$ cat src/rtl/serial_tx_pkg.sv
// ============================================================================
// serial_tx_pkg : shared FSM state type and default sizing for serial_tx
// Revision 1.0
// ============================================================================
`default_nettype none

package serial_tx_pkg;

    typedef enum logic [1:0] {
        IDLE  = 2'd0,
        START = 2'd1,
        DATA  = 2'd2,
        STOP  = 2'd3
    } tx_state_t;

    localparam int DEFAULT_WIDTH        = 4;
    localparam int DEFAULT_CLKS_PER_BIT = 4;

endpackage

`default_nettype wire

$ cat src/rtl/serial_tx_bit_timer.sv
// ============================================================================
// bit_timer : baud counter, tick high on the last clock of every serial bit
// Revision 1.0
// ============================================================================
`default_nettype none

module bit_timer #(
    parameter int CLKS_PER_BIT = 4
) (
    input  logic clk,
    input  logic rst,
    input  logic clear,
    output logic tick
);

    localparam int            CW     = (CLKS_PER_BIT > 1) ? $clog2(CLKS_PER_BIT) : 1;
    localparam logic [CW-1:0] C_LAST = CW'(CLKS_PER_BIT - 1);

    logic [CW-1:0] cnt_q;
    logic [CW-1:0] cnt_d;

    assign tick = (cnt_q == C_LAST);

    always_comb begin
        cnt_d = cnt_q + CW'(1);
        if (clear || tick) begin
            cnt_d = '0;
        end
    end

    always_ff @(posedge clk or posedge rst) begin
        if (rst) begin
            cnt_q <= '0;
        end else begin
            cnt_q <= cnt_d;
        end
    end

endmodule

`default_nettype wire

$ cat src/rtl/serial_tx.sv
// ============================================================================
// serial_tx : parallel-in, serial-out frame transmitter (start, LSB-first data, stop)
// Revision 1.0
// ============================================================================
`default_nettype none

module serial_tx
    import serial_tx_pkg::*;
#(
    parameter int WIDTH        = DEFAULT_WIDTH,
    parameter int CLKS_PER_BIT = DEFAULT_CLKS_PER_BIT
) (
    input  logic             clk,
    input  logic             rst,
    input  logic [WIDTH-1:0] PI,
    input  logic             cen,
    output logic             SO,
    output logic             busy,
    output logic             done
);

    localparam int            BW         = (WIDTH > 1) ? $clog2(WIDTH) : 1;
    localparam logic [BW-1:0] C_LAST_BIT = BW'(WIDTH - 1);

    tx_state_t        state_q;
    logic [WIDTH-1:0] shreg_q;
    logic [BW-1:0]    bitcnt_q;
    logic             so_q;
    logic             busy_q;
    logic             done_q;

    logic             w_load;
    logic             w_tick;
    logic [WIDTH-1:0] w_shift;

    // Restarting the timer on the load edge aligns bit boundaries to the frame.
    assign w_load  = (state_q == IDLE) && cen;
    assign w_shift = shreg_q >> 1;

    bit_timer #(
        .CLKS_PER_BIT (CLKS_PER_BIT)
    ) u_bit_timer (
        .clk   (clk),
        .rst   (rst),
        .clear (w_load),
        .tick  (w_tick)
    );

    always_ff @(posedge clk or posedge rst) begin
        if (rst) begin
            state_q  <= IDLE;
            shreg_q  <= '0;
            bitcnt_q <= '0;
            so_q     <= 1'b1;
            busy_q   <= 1'b0;
            done_q   <= 1'b0;
        end else begin
            done_q <= 1'b0;
            case (state_q)
                IDLE: begin
                    if (cen) begin
                        shreg_q  <= PI;
                        bitcnt_q <= '0;
                        so_q     <= 1'b0;
                        busy_q   <= 1'b1;
                        state_q  <= START;
                    end
                end
                START: begin
                    if (w_tick) begin
                        so_q    <= shreg_q[0];
                        state_q <= DATA;
                    end
                end
                DATA: begin
                    if (w_tick) begin
                        if (bitcnt_q == C_LAST_BIT) begin
                            so_q    <= 1'b1;
                            state_q <= STOP;
                        end else begin
                            shreg_q  <= w_shift;
                            bitcnt_q <= bitcnt_q + BW'(1);
                            so_q     <= w_shift[0];
                        end
                    end
                end
                STOP: begin
                    if (w_tick) begin
                        busy_q  <= 1'b0;
                        done_q  <= 1'b1;
                        state_q <= IDLE;
                    end
                end
                default: begin
                    state_q <= IDLE;
                end
            endcase
        end
    end

    assign SO   = so_q;
    assign busy = busy_q;
    assign done = done_q;

endmodule

`default_nettype wire

$ cat config.mk
export PLATFORM = sky130hd
export DESIGN_NAME = serial_tx
export DESIGN_NICKNAME = d
export VERILOG_FILES = /design/src/rtl/serial_tx_pkg.sv /design/src/rtl/serial_tx_bit_timer.sv /design/src/rtl/serial_tx.sv
export SDC_FILE = /design/constraint.sdc
export NUM_CORES = 1
export LEC_CHECK = 0
export BUFFER_PORTS_ARGS = -buffer_cell sky130_fd_sc_hd__buf_4
export CAP_MARGIN = 10
export CORE_MARGIN = 2
export CORE_UTILIZATION = 44
export CTS_BUF_LIST = sky130_fd_sc_hd__clkbuf_8
export CTS_CLUSTER_DIAMETER = 60
export DETAILED_ROUTE_END_ITERATION = 7
export MAX_ROUTING_LAYER = met4
export PLACE_DENSITY_LB_ADDON = 0.05
export SLEW_MARGIN = 20
export SYNTH_ARGS = -nofsm -noshare
export SYNTH_HDL_FRONTEND = slang
export SYNTH_SLANG_ARGS = --single-unit
$ cat constraint.sdc
create_clock -name clk -period 2 [get_ports clk]
set_clock_uncertainty 0.05 [all_clocks]
set_input_delay 0.1 -clock clk [delete_from_list [all_inputs] [get_ports clk]]
set_output_delay 0.1 -clock clk [all_outputs]
set_load 0.01 [all_outputs]
Yosys cells after proc, flatten, opt, wreduce, memory -nomap -nowiden
Cells that the tools add are included.

storage, ports and cells
  output and inout bits = 3
  register bits = 13
  logic and storage cells = 55

cells by class
  add/sub/neg operators = 2
  eq/ne operators = 11
  mux-type cells = 25
  reduce and logical (&&, ||, !) cells = 10

operators by type and width
  operator                                                                  number
  2-bit two-way mux                                                         9
  4-bit two-way mux                                                         3
  2-bit == test (second input constant)                                     4
  1-bit two-way mux                                                         8
  2-bit case mux with 4 select lines                                        1
  4-bit case mux with 2 select lines                                        1
  4-bit AND reduction                                                       2
  2-bit by 1-bit inequality test with 1-bit output (second input constant)  3
  2-bit inequality test (second input constant)                             3
  5-bit AND reduction                                                       1
  2-bit by 1-bit adder with 2-bit output (second input constant)            2
  2-bit case mux with 2 select lines                                        1
  2-bit nonzero test                                                        2
  1-bit case mux with 3 select lines                                        1
  3-bit AND reduction                                                       1
  3-bit nonzero test                                                        1
  2-bit by 1-bit == test with 1-bit output (second input constant)          1
  2-bit logical NOT                                                         1
  1-bit case mux with 2 select lines                                        1
  1-bit logical AND                                                         1
  1-bit logical OR                                                          1

Logic depth before layout (Yosys ltp)
Gate-level depths: netlist (run 1).

  depth after elaboration = 4
  mapped depth = 6
  gate-level depth less buffers = 5

Hierarchy
From an unflattened synthesis (run 1), not the netlist that was laid out.

second synthesis, totals
  cell total of the unflattened synthesis = 68
  area total of the unflattened synthesis = 774.5 µm²

by module, submodules not included
  module     seq. area each (µm²)  instances  cells an instance  area an instance (µm²)
  serial_tx  276.5                 1          62                 685.7
  bit_timer  50.0                  1          6                  88.8

Least setup slack after synthesis (run 1)
Ideal clock, no wire load.

  kind = flip-flop to flip-flop
  start = register state_q[0]
  end = register state_q[1]
  stages on the path, launching flop included = 7
  arrival time = 1.818 ns
  period minus slack after synthesis = 1.993 ns
  required time = 1.825 ns
  setup time = 0.125 ns
  slack = 0.007 ns
  path through = dfrtp_1 inv_1 ha_1 buf_6 o21ba_1 or4_4 mux2_4

on the way
  word-level cells in the longest chain between the ends = 3
  elaborated cells on any way between the ends = 11
  those cells by class = eq/ne: 8; mux: 1; reduce/logical: 2

RTL lines
  what                                                                                                               RTL line         RTL
  start: declaration                                                                                                 serial_tx.sv:25  tx_state_t state_q;
  start signal: assignment                                                                                           serial_tx.sv:51  state_q <= IDLE;
  start signal: assignment                                                                                           serial_tx.sv:66  state_q <= START;
  start signal: assignment                                                                                           serial_tx.sv:72  state_q <= DATA;
  2-bit by 1-bit == test with 1-bit output (tied with other cells)                                                   serial_tx.sv:59  case (state_q)
  2-bit by 1-bit inequality test with 1-bit output (no source line) / 2-bit inequality test (equally long branches)  --
  5-bit AND reduction (no source line)                                                                               --

Parallel ways exist; a longest one is shown, timed or not.
A chain may end at the register's enable or synchronous reset.

Worst setup path after layout (run 1)
Same ends and word-level chain as after synthesis.

==> results.toml, run 1 <==
[route]
totalWireLength_um = 1260
dr.first_iter.drc_count = 4
via_per_inst = 5.11
drt-pass1-iter-count = 2
ant_nets = 0
vias = 511
wire_per_inst_um = 12.6
drc = 0

[timing]
drv_slew = 0
rsz0062_at_grt = "false"
whs_ps = 80.7
min_period_over_period = 0.959
fin_setup_tns_ps = 0
hold_viol_final = 0
fmax_mhz = 521
period_minus_slack_ps = 1920
setup_violations = 0
maxSlewHeadroom = 0.681
fin_ws_ps = 81.1
worst_pin_slew_ps = 478

[clock_network]
cts.path.max_buffers = 2
cts_tree = "yes"
worstSkewPairLatency_ps = 240
htreeDepth = 1
cts_sinks = 13
numCtsBuffers = 3
clk_pin_slew_worst_paths_ps = 60
root_buffer = "clkbuf_8"

[global_routing]
grt_pass1_vias = 518
grt_overflow = 0
grt_pass1_wl_um = 2170
grt_usage = 0.157
antenna_found_initial = 0
grt_max_degree = 14

[logic_synthesis]
yosysTopAreaCellShare = 0.401
synth_top_cell_by_area = "dfrtp_1"
ys_seq_elements = 13
async_reset_ff_frac = 1.00
synth_cell_types = 24
synthesis.area_um2 = 749
ys_warn_count = 0
seq_area_frac_synth = 0.436
synth-adder-area-share = 0.150
synth.avg_cell_area_um2 = 11.7
synthMuxAreaShare = 0.167
synthXorXnorAreaFrac = 0
synth-compound-area-share = 0.0701
netlist_instances = 64
synth_enable_flop_cells = 0
synthFlopType = "dfrtp_1"
synth_nets = 80
synth_top_family_by_area = "multiplexers"
synthTopCellsByArea = "dfrtp_1 40%, ha_1 15%, mux2_1 6.0%"
yosys.area_share.simple = 0.132

[critical_path]
cp.required_ps = 2080
critPathKind = "reg2reg"
path_max_fanout = 5
cp.buffers_inverters = 1
start_kind = "flip-flop"
cp_top_family = "simple AND/OR/NAND/NOR gates"
cpPeakStageDelay_ps = 550
worstPathCellList = "inv_2 -> ha_1 -> o21ba_1 -> or4_4 -> mux2_4"
cpMaxStageDelayCell = "or4_4"
arrival_ps = 2000
cp-end-kind = "flip-flop"
r2r-start = "state_q[0]$_DFFE_PP0P_"
crit_start = "state_q[0]$_DFFE_PP0P_"

[run_status]
status = "completed"

[flow_run]
drv_cap = 0

[die]
die_width_um = 45.3
io_pins = 10
initial_core_util = 0.481
fp-row-count = 14
die_y_um = 45.3
core_um2 = 1560
fp.dieArea_um2 = 2050

[final_layout]
area_delta_synth_final_pct = 24.5
final_cell_mix = "16 x buf_4, 12 x dfrtp_1, 9 x ha_1, 6 x inv_1, 5 x nor2b_1"
final_common_cell = "buf_4"
diodes = 0
nNetsFinal = 101
drive_gt1_frac = 0.333

[placement]
numPortBuffers = 9
gp_congestion = 0.769
pre_cts_ws_ps = 26.6
place_hpwl_um = 929

[power]
power.leakage_uw = 0.000476
ir_worst_vdd_v = 0.000729
power_uw = 1490
pwr_density_cell_nw_per_um2 = 1600

[hold_path]
hold_class = "in2reg"
holdCritStartpoint = "PI[3]"
registers in the layout (all words and copies together), names as in the netlist:
signal             cells
bitcnt_q               2
done                   1
shreg_q                4
u_bit_timer.cnt_q      2
busy                   1
SO                     1
state_q                2
stage by stage:
stage | cell area, µm² | cells | util
finish | 933 | 100 | 0.599
global placement | 871 | 94 | 0.559
floorplan | 749 | 64 | -
detailed placement | 871 | 94 | 0.559
CTS | 926 | 99 | 0.594
global route | 933 | 100 | 0.599
cells by family after synthesis:
group	count (synthesis)
buffers and inverters	7
and+or+nand+nor	17
AOI/OAI and AO/OA	7
adders and majority gates	9
muxes	11
DFF	13
routing by layer:
layer	vias up	GRT usage	wire length, µm
li1	257	-	-
met1	239	0.195	652
met2	10	0.226	527
met3	5	0.0360	42
met4	0	0.106	39
met5	-	-	0
area by class of cell:
cell class / count / area (µm²)
fill: 138 / 626
timing repair buffer: 17 / 130
tap: 16 / 20.0
clock inverter: 1 / 3.75
inverter: 6 / 22.5
clock buffer: 3 / 41.3
sequential: 13 / 327
multi-input combinational: 44 / 389
synth_stat cells (2+ instances only):
master and number:
mux2_2 4, nor2b_1 5, inv_1 6, nor2_1 2
o211ai_1 2, ha_1 9, and2_1 2, mux2_1 4
mux2i_1 2, nand2_1 3, dfrtp_1 12
where the power goes:
part           internal, µW  total [µW]  switching (µW)
combinational           458         808             350
sequential              382         452            69.8
clock                   136         232            96.0
worst reg2reg max path: cells and delay by family (launching register included):
family | cells | cell delay [ps]
buffers and inverters | 1 | 90
DFF | 1 | 400
AOI/OAI and AO/OA | 1 | 180
and+or+nand+nor | 1 | 550
muxes | 1 | 310
adders and majority gates | 1 | 220
path summary, 6_finish.rpt:
kind,endpoint,slack [ps],cells past startpoint
setup reg to reg,state_q[1]$_DFFE_PP0P_,80,5
hold / removal,shreg_q[3]$_DFFE_PP0P_,80,3
hold reg to reg,u_bit_timer.cnt_q[0]$_DFF_PP0_,390,1
min in group asynchronous,u_bit_timer.cnt_q[0]$_DFF_PP0_,380,3
setup / recovery,state_q[1]$_DFFE_PP0P_,80,5
max in group asynchronous,SO$_DFFE_PP1P_,1170,3
what timing repair did:
item                       in CTS  in global routing
hold buffers                    1                  0
gates resized for setup         0                  1
hold endpoints to repair       12                  0
setup buffers                   0                  1
setup endpoints to repair       0                  5
No activity file was read; power rests on OpenSTA's default activity.
==> run 2, diff against run 1 <==
Settings changed: HOLD_SLACK_MARGIN from default to 0.15.
==> run 2 against run 1 <==
Compared with the run above:
- first-iteration DRC count shrank 75%
- worst setup slack lost 1.3 ps
- clock-buffer cell count is the same
- sequential share of layout area shrank 1.4 points
- die area is the same
- worst hold slack gained 76 ps
- sequential cell count is the same
- global-route usage grew 0.85 points
- total power grew 0.57%
- via count grew 2.9%
- largest cell class unchanged
- combinational power grew 1%
- register-to-register slack is essentially flat
==> results.toml, run 2 (synthesis gave the netlist of run 1 again) <==
[die]
io_pins = 10
core_um2 = 1560
die_width_um = 45.3
die_y_um = 45.3
initial_core_util = 0.481
fp.dieArea_um2 = 2050
fp-row-count = 14

[timing]
fmax_mhz = 521
hold_viol_final = 0
min_period_over_period = 0.960
rsz0062_at_grt = "false"
period_minus_slack_ps = 1920
worst_pin_slew_ps = 477
maxSlewHeadroom = 0.681
drv_slew = 0
setup_violations = 0
fin_setup_tns_ps = 0

[final_layout]
diodes = 0
nNetsFinal = 105
largest_reg_flops = 4
final_common_cell = "buf_4"
final_cell_mix = "16 x buf_4, 12 x dfrtp_1, 9 x ha_1, 6 x inv_1"
fin_area_um2 = 973
seqCellArea_um2 = 327
drive_gt1_frac = 0.318
area_delta_synth_final_pct = 29.9
multi_input_area_um2 = 389
num-fill-cells = 132
top_register = "shreg_q"

[critical_path]
r2r_slack_ps = 80
critPathKind = "reg2reg"
cp-end-kind = "flip-flop"
path_max_fanout = 5
arrival_ps = 2000
cp.required_ps = 2080
start_kind = "flip-flop"

[power]
pwr_density_cell_nw_per_um2 = 1540
power.leakage_uw = 0.000490
ir_worst_vdd_v = 0.000738

[clock_network]
cts_sinks = 13
htreeDepth = 1
clk_pin_slew_worst_paths_ps = 50
worstSkewPairLatency_ps = 240
numCtsBuffers = 3
cts_tree = "yes"
cts.path.max_buffers = 2
root_buffer = "clkbuf_8"

[global_routing]
grt_overflow = 0
antenna_found_initial = 0
grt_usage = 0.166
grt_pass1_wl_um = 2280
grt_max_degree = 14
grt_pass1_vias = 533

[route]
totalWireLength_um = 1290
ant_nets = 0
drc = 0
dr.first_iter.drc_count = 1
drt-pass1-iter-count = 3
vias = 526
via_per_inst = 5.06
wire_per_inst_um = 12.4

[placement]
numPortBuffers = 9
placed_area_um2 = 871
place_hpwl_um = 929
gp_congestion = 0.769

[run_status]
status = "completed"

[hold_path]
hold_class = "in2reg"

[flow_run]
drv_cap = 0
[run 2: power by group]
part | total (µW) | internal (µW) | switching [µW]
registers | 451 | 382 | 69.3
clock network | 231 | 136 | 95.2
logic | 818 | 465 | 352
total | 1500 | 983 | 517
[run 2: through the flow]
stage / setup slack [ps] / hold slack (ps) / utilization / power [µW] / instances
final: 79.8 / 157 / 0.624 / 1500 / 104
after floorplan: 7.18 / -73.8 / - / 1020 / 64
after global placement: 101 / 109 / 0.559 / 1240 / 94
after global routing: 27.8 / 164 / 0.624 / 1630 / 104
after CTS: 19.4 / 157 / 0.620 / 1500 / 103
after detailed placement: 26.6 / 107 / 0.559 / 1250 / 94
[run 2: what timing repair did]
item | CTS | global route
hold buffers | 5 | 0
hold endpoints to repair | 16 | 0
buffers inserted | 0 | 1
endpoints found under the setup margin | 0 | 6
resized for setup | 0 | 1
[run 2: layout make-up]
cell class,count,area share
sequential,13,0.335
timing repair buffer,21,0.175
clock inverter,1,0.00386
clock buffer,3,0.0424
inverter,6,0.0231
tap,16,0.0206
multi-input combinational,44,0.400
[run 2: worst paths after layout]
kind / start / end / cells past startpoint
max: state_q[0]$_DFFE_PP0P_ / state_q[1]$_DFFE_PP0P_ / 5
max in group asynchronous: rst / SO$_DFFE_PP1P_ / 3
min in group asynchronous: rst / busy$_DFFE_PP0P_ / 3
max reg2reg: state_q[0]$_DFFE_PP0P_ / state_q[1]$_DFFE_PP0P_ / 5
min reg2reg: u_bit_timer.cnt_q[0]$_DFF_PP0_ / u_bit_timer.cnt_q[0]$_DFF_PP0_ / 1
min: PI[0] / shreg_q[0]$_DFFE_PP0P_ / 3
[run 2: critical path, stage by stage, from the launching register on]
cell and delay [ps]:
dfrtp_1 410, inv_2 90, ha_1 220, o21ba_1 180, or4_4 550, mux2_4 310
[run 2: metal layers]
metal | global-route usage | up-vias | wire, µm
li1 | - | 265 | -
met1 | 0.204 | 246 | 653
met2 | 0.243 | 10 | 565
met3 | 0.0360 | 5 | 38
met4 | 0.106 | 0 | 36
met5 | - | - | 0
